===== src/rtl/pipeline_hazard_ctrl.sv =====
// Hazard and redirect controller for the 5-stage pipeline.
// Shadows the EX/MEM/WB slots and drives the pipeline enables, the flush and
// bubble controls, the PC select and the forwarding muxes. It also sequences
// the two-cycle memory-indirect jump and keeps a saturating stall/flush
// counter.
module pipeline_hazard_ctrl #(
   parameter int unsigned REG_AW = 6,
   parameter int unsigned CNT_W  = 16
) (
   input  logic              clk,
   input  logic              rst,
   input  logic              id_valid,
   input  logic [11:0]       id_ctrl,
   input  logic [REG_AW-1:0] id_rs,
   input  logic [REG_AW-1:0] id_rt,
   input  logic [REG_AW-1:0] id_rd,
   input  logic              id_uses_rs,
   input  logic              id_uses_rt,
   input  logic              ex_z,
   input  logic              ex_n,
   output logic              pc_write,
   output logic              ifid_write,
   output logic              ifid_flush,
   output logic              idex_bubble,
   output logic [1:0]        pc_sel,
   output logic [1:0]        fwd_a,
   output logic [1:0]        fwd_b,
   output logic [CNT_W-1:0]  stall_count
);

   typedef struct packed {
      logic              valid;
      logic [REG_AW-1:0] rd;
      logic [REG_AW-1:0] rs;
      logic [REG_AW-1:0] rt;
      logic              regwrite;
      logic              memread;
      logic              jump;
      logic              jump_mem;
      logic              brz;
      logic              brn;
   } slot_t;

   typedef enum logic [0:0] {st_run, st_jm_mem} state_t;

   slot_t  id_slot, ex_q, mem_q, wb_q;
   state_t state_q, state_d;
   logic   taken, load_use, jm_start;

   // Fields that only matter while an instruction is still ahead of WB.
   logic unused_bits;
   assign unused_bits = ^{id_ctrl[11:9], id_ctrl[7], id_ctrl[5:4], wb_q.rs, wb_q.rt,
                          wb_q.memread, wb_q.jump, wb_q.jump_mem, wb_q.brz, wb_q.brn};

   // Candidate EX slot built from the ID-stage decode.
   always_comb begin
      id_slot          = '0;
      id_slot.valid    = id_valid & ~idex_bubble;
      id_slot.rd       = id_rd;
      id_slot.rs       = id_rs;
      id_slot.rt       = id_rt;
      id_slot.regwrite = id_ctrl[6];
      id_slot.memread  = id_ctrl[8];
      id_slot.jump     = id_ctrl[1];
      id_slot.jump_mem = id_ctrl[0];
      id_slot.brz      = id_ctrl[3];
      id_slot.brn      = id_ctrl[2];
   end

   // Shadow pipeline advance and JM state register.
   always_ff @(posedge clk) begin
      if (rst) begin
         ex_q    <= '0;
         mem_q   <= '0;
         wb_q    <= '0;
         state_q <= st_run;
      end else begin
         ex_q    <= id_slot;
         mem_q   <= ex_q;
         wb_q    <= mem_q;
         state_q <= state_d;
      end
   end

   assign taken    = ex_q.valid & (ex_q.jump | (ex_q.brz & ex_z) | (ex_q.brn & ex_n));
   assign jm_start = (state_q == st_run) & ex_q.valid & ex_q.jump_mem;
   assign load_use = ex_q.valid & ex_q.memread &
                     ((id_uses_rs & (id_rs == ex_q.rd)) | (id_uses_rt & (id_rt == ex_q.rd)));

   // Next state and pipeline controls; JM beats redirect beats load-use.
   // Outputs are held at reset values while rst is high so an aborted JM
   // never issues its memory-target select.
   always_comb begin
      state_d     = state_q;
      pc_write    = 1'b1;
      ifid_write  = 1'b1;
      ifid_flush  = 1'b0;
      idex_bubble = 1'b0;
      pc_sel      = 2'b00;
      if (rst) begin
         state_d = st_run;
      end else if (state_q == st_jm_mem) begin
         pc_sel      = 2'b10;
         ifid_flush  = 1'b1;
         idex_bubble = 1'b1;
         state_d     = st_run;
      end else if (jm_start) begin
         pc_write    = 1'b0;
         ifid_flush  = 1'b1;
         idex_bubble = 1'b1;
         state_d     = st_jm_mem;
      end else if (taken) begin
         pc_sel      = 2'b01;
         ifid_flush  = 1'b1;
         idex_bubble = 1'b1;
      end else if (load_use) begin
         pc_write    = 1'b0;
         ifid_write  = 1'b0;
         idex_bubble = 1'b1;
      end
   end

   // Operand forwarding; a load in MEM has no data yet, so only WB serves it.
   always_comb begin
      fwd_a = 2'b00;
      fwd_b = 2'b00;
      if (!rst) begin
         if (mem_q.valid & mem_q.regwrite & ~mem_q.memread & (mem_q.rd == ex_q.rs)) begin
            fwd_a = 2'b01;
         end else if (wb_q.valid & wb_q.regwrite & (wb_q.rd == ex_q.rs)) begin
            fwd_a = 2'b10;
         end
         if (mem_q.valid & mem_q.regwrite & ~mem_q.memread & (mem_q.rd == ex_q.rt)) begin
            fwd_b = 2'b01;
         end else if (wb_q.valid & wb_q.regwrite & (wb_q.rd == ex_q.rt)) begin
            fwd_b = 2'b10;
         end
      end
   end

   // Saturating count of stalled or flushing cycles.
   always_ff @(posedge clk) begin
      if (rst) begin
         stall_count <= '0;
      end else if ((~pc_write | ifid_flush) && (stall_count != {CNT_W{1'b1}})) begin
         stall_count <= stall_count + 1'b1;
      end
   end

endmodule

===== config.mk =====
export PLATFORM = sky130hd
export DESIGN_NAME = pipeline_hazard_ctrl
export DESIGN_NICKNAME = d
export VERILOG_FILES = /design/src/rtl/pipeline_hazard_ctrl.sv
export SDC_FILE = /design/constraint.sdc
export NUM_CORES = 1
export LEC_CHECK = 0
export CAP_MARGIN = 10
export CORE_MARGIN = 4
export CORE_UTILIZATION = 49
export DETAILED_ROUTE_END_ITERATION = 8
export GPL_ROUTABILITY_DRIVEN = 1
export GPL_TIMING_DRIVEN = 0
export PLACE_DENSITY = 0.8
export SYNTH_ARGS = -nofsm -noshare
export SYNTH_HDL_FRONTEND = slang
export SYNTH_SLANG_ARGS = --single-unit

===== constraint.sdc =====
create_clock -name clk -period 2.7 [get_ports clk]
set_clock_uncertainty 0.1 [all_clocks]
set_input_delay 0.405 -clock clk [delete_from_list [all_inputs] [get_ports clk]]
set_output_delay 0.405 -clock clk [all_outputs]
set_load 0.02 [all_outputs]

==> key figures, run 1 <==
Worst setup path
  • Crit path largest cell delay: 0.50 ns
  • Critical-path maximum fanout: 2
  • CP max-delay cell: clkdlybuf4s50_1
  • CP top delay family: buffers and inverters
  • Crit path buffers/inverters: 2
  • Worst EP required: 2.19 ns
  • CP Launch Type: input pin
  • Worst-path cell chain: clkdlybuf4s50_1 > xnor2_1 > nand4_1 > o22ai_4 > and2_4 > a21oi_1 > or3_1 > buf_2
  • Setup crit end kind: output port
  • Crit Path Class: input pin to output port
  • Worst path arrival time: 2.11 ns

Power
  • Net Sw Power: 454 uW
  • Leak: 1.28 nW
  • Max VDD drop: 0.374 mV
  • Cell Pwr Density: 605 nW/um^2
  • Comb power frac: 8.3%
  • Internal power: 1.61 mW
  • Flop pwr share: 44.8%
  • Sw Ratio: 22.0%
  • Clk pwr share: 46.8%

Global route
  • Initial antenna violation count: 0
  • Pin count of the biggest net entering global routing: 12
  • Remaining Overflow, GRT: 0
  • First-pass GRT wire length: 9440 um
  • Vias in the first global route: 2,043
  • GRT Util Overall: 19.6%

Detailed routing
  • ANT nets after route: 0
  • Vias: 2,042
  • Max layer used: met4
  • Number of remaining DRC errors: 0
  • Final wirelength: 5440 um
  • Routed WL per cell: 13.7 um
  • Routed wl met3: 382 um
  • Met1 Wirelength: 2350 um
  • DRT iter0 DRCs: 125
  • Met2 wire len: 2600 um
  • DRT Pass-1 Iters: 4
  • Routed vias/inst: 5.16

STA
  • Final setup fails: 0
  • Final worst slack: 0.0812 ns
  • Period utilisation layout: 97.0%
  • Worst-Margin Slew: 0.493 ns
  • RSZ-0062 raised after global routing: yes
  • Endpoints failing hold: 0
  • Max_slew headroom: 67.1%
  • Max Freq: 382 MHz
  • Slew Viols, Final: 0
  • Tmin final: 2.62 ns

Floorplanning
  • Initial core utilization: 51.9%
  • Row cnt: 25
  • Die H: 79.7 um
  • CORE AREA: 4850 um^2
  • IO Pins: 63
  • Chip Width: 79.7 um
  • Die Footprint: 6350 um^2

Yosys
  • Top_reg_cell synth: dfxtp_1
  • Post-synthesis sequential area ratio: 46.9%
  • Post-Syn Instances: 256
  • Syn Nets: 294
  • EDFF count, synth: 0
  • FF+latch count, synth: 59
  • Asr flop ratio synth: 0%
  • Synth cell types: 37
  • Syn Std Cell Area: 2520 um^2
  • Yosys warns: 0
  • Avg Cell Area, Syn: 9.84 um^2

Worst hold path
  • Hold Path Class: flop to flop

Job
  • MaxCap Viol Count: 0

Cells and area
  • Most common cell after layout, fill and taps aside: dfxtp_1
  • Fin nets: 362
  • Design Area, Final: 3420 um^2
  • Synth-to-Final Area Change: 35.7%
  • Commonest cells after routing, fill and taps aside: dfxtp_1 (59), clkdlybuf4s50_1 (49), nor2b_1 (41)
  • Fraction of layout cells with a size suffix above 1: 10.9%
  • Diode count: 0

Clock tree
  • Worst-skew pair later-pin latency: 0.34 ns
  • Post-CTS Hold Buffers: 0
  • Clock sink count: 59
  • CTS max path bufs: 2
  • Clk pin slew, worst setup/hold paths: 0.06 ns
  • CTS tree: done
  • H-tree depth: 3
  • CTS buffer count: 9
  • Clock root buffer master: clkbuf_8

Place
  • DP HPWL: 4010 um
  • Gpl congestion: 0.799
  • Port Buffers: 56
  • Area after DPL: 3160 um^2
  • Pre-CTS setup slack: -0.347 ns

Status
  • Outcome: finished, final reports clean
==> cell usage after synthesis (5+ instances only) <==
| cell | instances | area [um^2] |
|---|---|---|
| nor2_1 | 10 | 37.5 |
| nand4_1 | 9 | 56.3 |
| xnor2_1 | 25 | 219 |
| xor2_1 | 12 | 105 |
| clkbuf_1 | 5 | 18.8 |
| or3_1 | 14 | 87.6 |
| o21ai_1 | 8 | 40.0 |
| nand2_1 | 5 | 18.8 |
| dfxtp_1 | 59 | 1180 |
| nor2b_1 | 41 | 257 |
| o21ai_0 | 5 | 25.0 |
| nand3_1 | 10 | 50.1 |
| a21oi_1 | 16 | 80.1 |
==> timing repair <==
action / 4_1_cts / 5_1_grt
setup endpoints to repair: 4 / 6
pin swaps: 0 / 2
gates cloned: 0 / 0
gates resized for setup: 5 / 12
setup buffers: 0 / 1
==> area by class of cell <==
class,instances,area [um^2]
Multi-Input combinational cell,184,1260
Timing Repair Buffer,57,564
Fill cell,381,1430
Sequential cell,59,1180
Buffer,10,75.1
Clock inverter,7,116
Tap cell,67,83.8
Inverter,3,11.3
Clock buffer,9,124
==> sequential cells by signal (all words and copies together) (netlist names) <==
signal	flops
state_q	1
stall_count	16
mem_q	9
ex_q	25
wb_q	8
==> per-stage QoR <==
step	setup TNS, ns	utilization, %	std cells	hold slack [ns]	power [mW]
2_1_floorplan	0	-	256	0.314	1.04
3_3_place_gp	-0.594	65.2	379	0.321	1.11
3_5_place_dp	-0.711	65.2	379	0.320	1.12
4_1_cts	-0.127	70.2	395	0.336	2.08
5_1_grt	-0.0202	70.5	396	0.344	2.14
6_report	0	70.5	396	0.333	2.07
==> power groups by stage <==
| stage | Sequential, mW | Clock (mW) | Combinational, mW |
|---|---|---|---|
| final | 0.926 | 0.967 | 0.172 |
| after global routing | 0.930 | 1.03 | 0.187 |
| after floorplan | 0.941 | 0 | 0.0994 |
| after global placement | 0.944 | 0 | 0.170 |
| after CTS | 0.926 | 0.977 | 0.173 |
| after detailed placement | 0.946 | 0 | 0.172 |
==> path summary, 6_finish.rpt <==
kind                        from             end  slack (ns)  cells past startpoint
setup reg to reg  stall_count[6]  stall_count[1]        0.40                      8
hold / removal           ex_q[5]        mem_q[5]        0.33                      1
hold reg to reg          ex_q[5]        mem_q[5]        0.33                      1
setup / recovery        id_rt[0]        pc_write        0.08                      8
==> cells by family after synthesis <==
family	Yosys count	synth area share [%]
compound gates	37	9.94
simple gates	108	26.0
flops	59	46.9
mux	1	0.397
buf+inv	13	3.38
fa+ha+maj	1	0.497
xor+xnor	37	12.9
==> metal layers <==
metal  vias up  global-route usage, %
li1       1016                      -
met1       936                   23.2
met2        78                   32.3
met3        12                   6.77
met4         0                   8.08
met5         -                      0
No activity file was read; power rests on OpenSTA's default activity.
==> run 2, diff against run 1 <==
- CORE_MARGIN: 4 -> 2
==> run 2 against run 1 <==
Net effect: sequential cell count stayed put; via count shrank 1.6%; worst hold slack got worse by 0.068 ns; sequential power is essentially flat; routed wire length down 6.4%; die area decreased by 9.8%; cell count increased by 0.76%; non-clock buffer count did not move; count of clock-buffer cells in the layout increased by 2; register-to-register slack improved by 0.03 ns; setup slack got worse by 0.013 ns.
==> key figures, run 2 (synthesized netlist as in run 1, its figures left out) <==
Floorplanning
  • Chip Width: 75.7 um (-5.0%)
  • Die Footprint: 5730 um^2 (-9.8%)
  • IO Pins: 63 (unchanged)
  • Initial core utilization: 50.0% (-2.0 points)
  • Row cnt: 26 (+4.0%)
  • Die H: 75.7 um (-5.0%)
  • CORE AREA: 5040 um^2 (+4.0%)

Global route
  • GRT Util Overall: 20.1% (+0.53 points)
  • Initial antenna violation count: 0 (unchanged)
  • Remaining Overflow, GRT: 0 (unchanged)
  • First-pass GRT wire length: 8600 um (-8.9%)
  • Vias in the first global route: 1,948 (-4.7%)
  • Pin count of the biggest net entering global routing: 11 (-1)

Detailed routing
  • ANT nets after route: 0 (unchanged)
  • Routed vias/inst: 5.04 (-2.4%)
  • Final wirelength: 5090 um (-6.4%)
  • DRT iter0 DRCs: 56 (-55%)
  • DRT Pass-1 Iters: 4 (unchanged)
  • Routed WL per cell: 12.8 um (-7.1%)
  • Vias: 2,009 (-1.6%)
  • Number of remaining DRC errors: 0 (unchanged)

Place
  • Gpl congestion: 0.820 (+2.6%)
  • DP HPWL: 3760 um (-6.3%)
  • Port Buffers: 56 (unchanged)
  • Area after DPL: 3170 um^2 (+0.12%)
  • Dpl cells: 382 (+0.79%)

Cells and area
  • Fin nets: 362 (unchanged)
  • Multi-input logic area: 1260 um^2 (unchanged)
  • Non-Filler Instances: 399 (+0.76%)
  • Diode count: 0 (unchanged)
  • FF/Latch Area: 1180 um^2 (unchanged)
  • Fill cells: 384 (+0.79%)
  • Synth-to-Final Area Change: 36.0%
  • Design Area, Final: 3430 um^2 (+0.26%)
  • Largest register FFs: 25 (unchanged)
  • Top reg by flops: ex_q
  • Top Registers: ex_q x25, stall_count x16, mem_q x9
  • Most common cell after layout, fill and taps aside: dfxtp_1
  • Fraction of layout cells with a size suffix above 1: 10.0% (-0.91 points)
  • Utilization after layout: 67.9% (-2.5 points)
  • Commonest cells after routing, fill and taps aside: dfxtp_1 (59), clkdlybuf4s50_1 (49), nor2b_1 (41)

Worst setup path
  • Critical-path maximum fanout: 3 (+1)
  • Crit path largest cell delay: 0.50 ns (about the same)
  • Setup crit end kind: output port
  • Worst EP required: 2.19 ns (about the same)
  • CP Launch Type: input pin
  • CP max-delay cell: clkdlybuf4s50_1
  • Crit Path Class: input pin to output port
  • Worst path arrival time: 2.13 ns (+0.02 ns)
  • Worst-path cell chain: clkdlybuf4s50_1 > xnor2_1 > nand4_1 > o22ai_4 > and2_4 > a21oi_1 > or3_1 > buf_4

Clock tree
  • CTS tree: done
  • H-tree depth: 3 (unchanged)
  • Worst-skew pair later-pin latency: 0.33 ns (about the same)
  • Post-CTS Hold Buffers: 0 (unchanged)
  • Clk pin slew, worst setup/hold paths: 0.06 ns (about the same)
  • CTS buffer count: 9 (unchanged)
  • CTS max path bufs: 2 (unchanged)
  • Clock root buffer master: clkbuf_8
  • Clock sink count: 59 (unchanged)

STA
  • Endpoints failing hold: 0 (unchanged)
  • Max Freq: 380 MHz (-0.50%)
  • RSZ-0062 raised after global routing: yes
  • Max_slew headroom: 67.6% (+0.54 points)
  • Hold WS: 0.265 ns (-0.0679 ns)
  • Final setup fails: 0 (unchanged)
  • Worst-Margin Slew: 0.485 ns (-0.00805 ns)
  • Period utilisation layout: 97.5% (+0.48 points)
  • Tmin final: 2.63 ns (+0.0131 ns)
  • Slew Viols, Final: 0 (unchanged)

Power
  • Net Sw Power: 430 uW (-5.2%)
  • Cell Pwr Density: 604 nW/um^2 (-0.17%)
  • Sw Ratio: 20.8% (-1.2 points)
  • Leak: 1.27 nW (-0.70%)
  • Internal power: 1.64 mW (+1.6%)
  • Max VDD drop: 0.544 mV (+46%)
  • Flop pwr share: 44.8% (about the same)
  • Comb power frac: 8.4% (about the same)
  • Total power: 2.07 mW (about the same)
  • Clk pwr share: 46.8% (about the same)

Status
  • Outcome: finished, final reports clean

Job
  • MaxCap Viol Count: 0 (unchanged)

Worst hold path
  • Hold Path Class: input pin to flop
run 2: metal layers:
metal | part of all wire [%] | routed length (um) | vias to the layer above | GRT usage [%]
met5 | 0 | 0 | - | 0
met4 | 2.0 | 103 | 0 | 8.97
met3 | 5.5 | 278 | 11 | 5.56
met2 | 49 | 2470 | 68 | 33.2
met1 | 44 | 2230 | 918 | 24.6
li1 | - | - | 1012 | -
run 2: per-stage QoR:
step	setup TNS (ns)	setup slack, ns
3_3_place_gp	-0.599	-0.324
5_1_grt	-0.133	-0.0482
4_1_cts	-0.126	-0.126
6_report	0	0.0682
3_5_place_dp	-0.777	-0.374
2_1_floorplan	0	0.604
run 2: layout make-up:
cell class	instances	area share (%)
Multi-Input combinational cell	184	36.8
Clock inverter	5	2.92
Clock buffer	11	4.13
Timing Repair Buffer	57	16.6
Sequential cell	59	34.5
Inverter	3	0.329
Buffer	10	2.15
Tap cell	70	2.56
run 2: worst paths after layout:
| kind | start | endpoint | slack (ns) | depth (start not counted) |
|---|---|---|---|---|
| max | id_rt[4] | pc_write | 0.07 | 8 |
| min | id_rt[0] | ex_q[6] | 0.27 | 2 |
| max reg2reg | stall_count[0] | stall_count[1] | 0.43 | 9 |
| min reg2reg | ex_q[5] | mem_q[5] | 0.34 | 1 |
run 2: repair_timing:
item / CTS / global route
resized for setup: 4 / 9
buffers inserted: 0 / 1
hold endpoints to repair: 0 / 0
pin swaps: 0 / 3
setup endpoints to repair: 4 / 5
run 2: worst max-delay path: cells and delay by family:
family,cells,cell delay (ns)
and+or+nand+nor,3,0.64
xor gates and xnor gates,1,0.13
AOI/OAI and AO/OA,2,0.29
buffers and inverters,2,0.66
run 2: power groups by stage:
stage / combinational (mW) / clock (mW) / sequential [mW]
floorplan: 0.0994 / 0 / 0.941
global placement: 0.169 / 0 / 0.944
detailed placement: 0.173 / 0 / 0.945
CTS: 0.173 / 0.984 / 0.926
global route: 0.191 / 1.02 / 0.930
finish: 0.173 / 0.968 / 0.926
==> run 3, diff against run 2 <==
- HOLD_SLACK_MARGIN: not set -> 0.1
==> results of run 3 <==
No change in the layout: final DEF, timing and power equal those of run 2.
